[src/rtl/hex_digits_renderer.sv]
// hex_digits_renderer: scaled row of hex digits with frame-synchronous value commit.
// Optional cursor blink is enabled by defining HEX_BLINK_EN.
module hex_digits_renderer #(
    parameter int NDIGITS    = 4,
    parameter int SCALE_LOG2 = 1,
    parameter int X0         = 32,
    parameter int Y0         = 16
) (
    input  logic                 clk,
    input  logic                 reset_n,
    input  logic [8:0]           hpos,
    input  logic [8:0]           vpos,
    input  logic                 display_on,
    input  logic                 vsync,
    input  logic [4*NDIGITS-1:0] value,
    input  logic                 load,
    output logic                 pending,
`ifdef HEX_BLINK_EN
    input  logic [3:0]           cursor,
`endif
    output logic                 pixel_on
);
    localparam int S = SCALE_LOG2;
    localparam int W = NDIGITS * (8 << S);
    localparam int H = 8 << S;
    // 5x5 glyphs, rows 0..4 from the top, each row MSB = leftmost column
    localparam logic [24:0] FONT [16] = '{
        25'b11111_10001_10001_10001_11111, 25'b00100_01100_00100_00100_01110,
        25'b11111_00001_11111_10000_11111, 25'b11111_00001_01111_00001_11111,
        25'b10001_10001_11111_00001_00001, 25'b11111_10000_11111_00001_11111,
        25'b11111_10000_11111_10001_11111, 25'b11111_00001_00010_00100_00100,
        25'b11111_10001_11111_10001_11111, 25'b11111_10001_11111_00001_11111,
        25'b01110_10001_11111_10001_10001, 25'b11110_10001_11110_10001_11110,
        25'b01111_10000_10000_10000_01111, 25'b11110_10001_10001_10001_11110,
        25'b11111_10000_11110_10000_11111, 25'b11111_10000_11110_10000_10000
    };

    function automatic logic [7:0] digits16_array(input logic [3:0] digit, input logic [2:0] yofs);
        logic [4:0] pic;
        pic = yofs < 3'd5 ? 5'(FONT[digit] >> (5'd20 - 5'd5 * {2'b00, yofs})) : 5'd0;
        return {3'b000, pic[0], pic[1], pic[2], pic[3], pic[4]};
    endfunction

    logic [4*NDIGITS-1:0] pend_val, shown_val;
    logic                 vsync_d, commit, in_win, blank, pix;
    logic [9:0]           rx, ry;
    logic [3:0]           idx, nib;
    logic [2:0]           xoff, yoff;
    logic [7:0]           bits;

    assign commit = vsync & ~vsync_d;
    assign rx     = {1'b0, hpos} - 10'(X0);
    assign ry     = {1'b0, vpos} - 10'(Y0);
    assign in_win = {1'b0, hpos} >= 10'(X0) && {1'b0, hpos} < 10'(X0 + W) &&
                    {1'b0, vpos} >= 10'(Y0) && {1'b0, vpos} < 10'(Y0 + H);
    assign idx    = 4'(rx >> (3 + S));
    assign xoff   = 3'(rx >> S);
    assign yoff   = 3'(ry >> S);
    assign nib    = 4'(shown_val >> {4'(NDIGITS - 1) - idx, 2'b00});
    assign bits   = digits16_array(nib, yoff);
    assign pix    = display_on && in_win && xoff < 3'd5 && bits[xoff] && !blank;

`ifdef HEX_BLINK_EN
    logic [4:0] frame_cnt;
    assign blank = frame_cnt[4] && cursor == idx && {1'b0, cursor} < 5'(NDIGITS);
    always_ff @(posedge clk or negedge reset_n)
        if (!reset_n)
            frame_cnt <= '0;
        else
            frame_cnt <= frame_cnt + 5'(commit);
`else
    assign blank = 1'b0;
`endif

    // A load coinciding with commit is staged for the following frame
    always_ff @(posedge clk or negedge reset_n) begin
        if (!reset_n) begin
            pend_val  <= '0;
            pending   <= 1'b0;
            shown_val <= '0;
            vsync_d   <= 1'b0;
            pixel_on  <= 1'b0;
        end else begin
            vsync_d  <= vsync;
            pixel_on <= pix;
            pending  <= load | (pending & ~commit);
            if (commit && pending)
                shown_val <= pend_val;
            if (load)
                pend_val <= value;
        end
    end
endmodule
[config.mk]
export PLATFORM = sky130hd
export DESIGN_NAME = hex_digits_renderer
export DESIGN_NICKNAME = d
export VERILOG_FILES = /design/src/rtl/hex_digits_renderer.sv
export SDC_FILE = /design/constraint.sdc
export NUM_CORES = 1
export LEC_CHECK = 0
export CAP_MARGIN = 25
export CORE_MARGIN = 8
export CORE_UTILIZATION = 51
export DETAILED_ROUTE_END_ITERATION = 8
export PLACE_DENSITY = 0.77
export REMOVE_ABC_BUFFERS = 1
export SKIP_CTS_REPAIR_TIMING = 1
export SYNTH_ARGS = -nofsm -noshare
export SYNTH_HDL_FRONTEND = slang
export SYNTH_SLANG_ARGS = --single-unit
[constraint.sdc]
create_clock -name clk -period 2.5 [get_ports clk]
set_input_delay 0.5 -clock clk [delete_from_list [all_inputs] [get_ports clk]]
set_output_delay 0.5 -clock clk [all_outputs]
set_load 0.02 [all_outputs]
==> qor.txt <==
outcome: finished, violations left
violated checks: setup timing
RSZ-0062 raised after global routing: yes
Worst VDD drop: 616 uV
Clock Tree Root: clkbuf_8
Tot GR Track Use: 25.4%
skew final: 0.00990 ns
Crit path largest cell delay: 0.48 ns
syn_area_per_cell: 8.73 sq um
fin crit share: 113%
TritonCTS Buffers: 5
first-pass GRT wire length: 19,600 um
Final Hold Violating Endpoints: 0
net switching fraction of the power: 41.4%
Post-synth EDFFs: 0
Setup crit start kind: input port
post-placement cell count: 579
initial antenna violation count: 0
Combinational Power Share: 63.1%
Mapped Area: 3340 sq um
Max Transition Viols Final: 0
worst path bufs/invs: 2
CTS tree: built
Slowest cell on crit path: clkdlybuf4s50_1
P per Cell Area: 688 nW/um^2
vias in the first global route: 3,822
#FFs+latches synth: 35
final setup TNS: -0.325 ns
most used cell, CP: nand2_1
WP data arrival: 3.01 ns
Die W: 97.0 um
switching pwr: 1.38 mW
Data required, critical path: 2.69 ns
Yosys top cell area share: 26.2%
critical path class: in2reg
non-filler cells, final: 593
headroom to the max-slew limit: 47.3%
via count: 3,936
Worst Setup End Kind: flip-flop
Place WS: -1.25 ns
htree depth: 2
Sink Count: 35
Pwr Total: 3.34 mW
internal power: 1.96 mW
Synth area leader: dfrtp_1
DRT iter0 DRCs: 278
total leakage power: 2.04 nW
highest clock rate: 0.354 GHz
routability cong.: 1.01
worst path cell trace: clkdlybuf4s50_1 > inv_1 > ha_4 > xnor2_2 > and2_4 > nand2_1 > o311ai_1 > nand2_1 > o2111ai_1 > o221ai_1 > o311a_1 > o211a_1
Core ar.: 6350 sq um
Worst-Skew Late Latency: 0.29 ns
port bufs: 39
Final min period: 2.83 ns
Worst-Margin Slew: 0.788 ns
Final Core Density: 76.5%
antenna diode count: 0
Async SR Flop Fraction: 100%
drt total wl: 13,200 um
Gate Count Post-Synth: 383
worst setup margin: -0.325 ns
final net count: 564
Final Setup Violations: 1
HP Class: reg2reg
row count: 29
Initial Util: 52.7%
sequential share of the synthesized area: 26.2%
largest net degree at the start of global routing: 36
Die H: 97.0 um
Sequential Power Share: 21.5%
Top Ports: 41
maximum clock insertion buffer count: 2
post-synth cell types: 74
DR pass1 iterations: 6
Synth Flop Type: dfrtp_1
post-route DRC violation count: 0
Clk pin slew, worst setup/hold paths: 0.08 ns
Final ANT Viol Nets: 0
max-cap violation count: 0
layout cells sized above 1: 38.6%
gr ovfl total: 0
clock power share: 15.5%
Vias/cell: 6.64
Die Footprint: 9400 sq um
cell family with most CP delay: compound AO/OA/AOI/OAI gates
crit-path max FO: 5
Synth-to-Final Area Change: 45.2%
detailed placement HPWL: 9810 um
Synth Warn #: 0
DR WL/cell: 22.3 um
Area contributors post-synth: dfrtp_1 (26%), mux2_2 (11%), ha_1 (3.7%)
## layout by cell type, fill, tap and decap left out, drive strengths merged, types with 8 or more instances in the layout
cell type	Yosys	final
a31oi	9	9
nand3	10	10
ha	10	10
mux2	33	33
nand2	21	21
inv	15	15
o21ai	20	20
nor2	31	31
dfrtp	35	35
buf	12	120
nand2b	8	8
clkdlybuf4s50	0	37
nor3	15	15
a21oi	21	21
## logic make-up (layout without fill, tap and decap cells)
| group | count (synthesis) | count (layout) | synth area share (%) |
|---|---|---|---|
| buf+inv | 49 | 182 | 6.77 |
| mux | 44 | 44 | 16.3 |
| xor+xnor | 8 | 8 | 2.32 |
| simple gates | 121 | 121 | 19.5 |
| compound gates | 116 | 116 | 25.2 |
| flops | 35 | 35 | 26.2 |
| fa+ha+maj | 10 | 10 | 3.74 |
## power groups by stage
stage               Combinational (mW)  Sequential [mW]  Clock, mW
floorplan                        0.937            0.704          0
global route                      2.22            0.721      0.545
CTS                               1.89            0.712      0.523
detailed placement                1.87            0.721          0
finish                            2.11            0.717      0.516
global placement                  1.84            0.715          0
## worst reg2reg max path: stages, from the launching register on
cell      delay (ns)
dfrtp_1         0.43
mux4_2          0.58
buf_8           0.22
xor2_1          0.20
o22ai_1         0.37
a21oi_1         0.13
nor2_1          0.11
a21oi_1         0.09
a311oi_1        0.30
o21ai_0         0.13
o211a_1         0.14
## metal layers
metal | track usage (%) | vias up | part of all wire (%)
li1 | - | 1738 | -
met1 | 29.4 | 1876 | 37
met2 | 43.9 | 254 | 49
met3 | 3.84 | 68 | 7.4
met4 | 13.7 | 0 | 6.3
met5 | 0 | - | 0
## sequential cells by signal, indices dropped and copies added, names as in the netlist
register   cells
pending        1
shown_val     16
pend_val      16
vsync_d        1
pixel_on       1
## cells in the mapped netlist (4+ instances only)
library cell / count
a31oi_1: 9
or3_1: 5
o22ai_1: 4
nand2_1: 20
dfrtp_1: 35
nor2_1: 30
mux4_2: 5
buf_2: 7
nand2b_1: 8
mux2i_1: 6
mux2_2: 33
nand4_1: 5
a21oi_1: 21
nor4_1: 6
o2111ai_1: 5
clkbuf_1: 21
inv_1: 14
ha_1: 10
a211oi_1: 5
a22oi_1: 4
o211ai_1: 5
nor3_1: 14
xnor2_1: 4
nand3_1: 10
o31ai_1: 4
o21ai_0: 17
buf_6: 4
## per-stage QoR
step | cell area [sq um] | hold slack [ns]
floorplan | 3180 | 0.204
global placement | 4520 | 0.482
detailed placement | 4520 | 0.496
CTS | 4640 | 0.513
global route | 4850 | 0.525
finish | 4850 | 0.509
## final cells by class
class,instances,area [sq um]
multi-input combinational,299,2390
fill,429,1500
timing repair buffer,158,1320
sequential,35,876
tap,77,96.3
clock buffer,5,68.8
inverter,16,63.8
clock inverter,3,43.8
## final timing paths
path | depth (start not counted) | from | slack, ns | to
max in group asynchronous | 2 | reset_n | 1.58 | shown_val[8]
min | 1 | pend_val[1] | 0.51 | pend_val[1]
min in group asynchronous | 2 | reset_n | 0.62 | shown_val[10]
max reg2reg | 10 | shown_val[2] | -0.33 | pixel_on
max | 12 | hpos[6] | -0.33 | pixel_on
min reg2reg | 1 | pend_val[1] | 0.51 | pend_val[1]
Power figures use the tool's default switching activity.
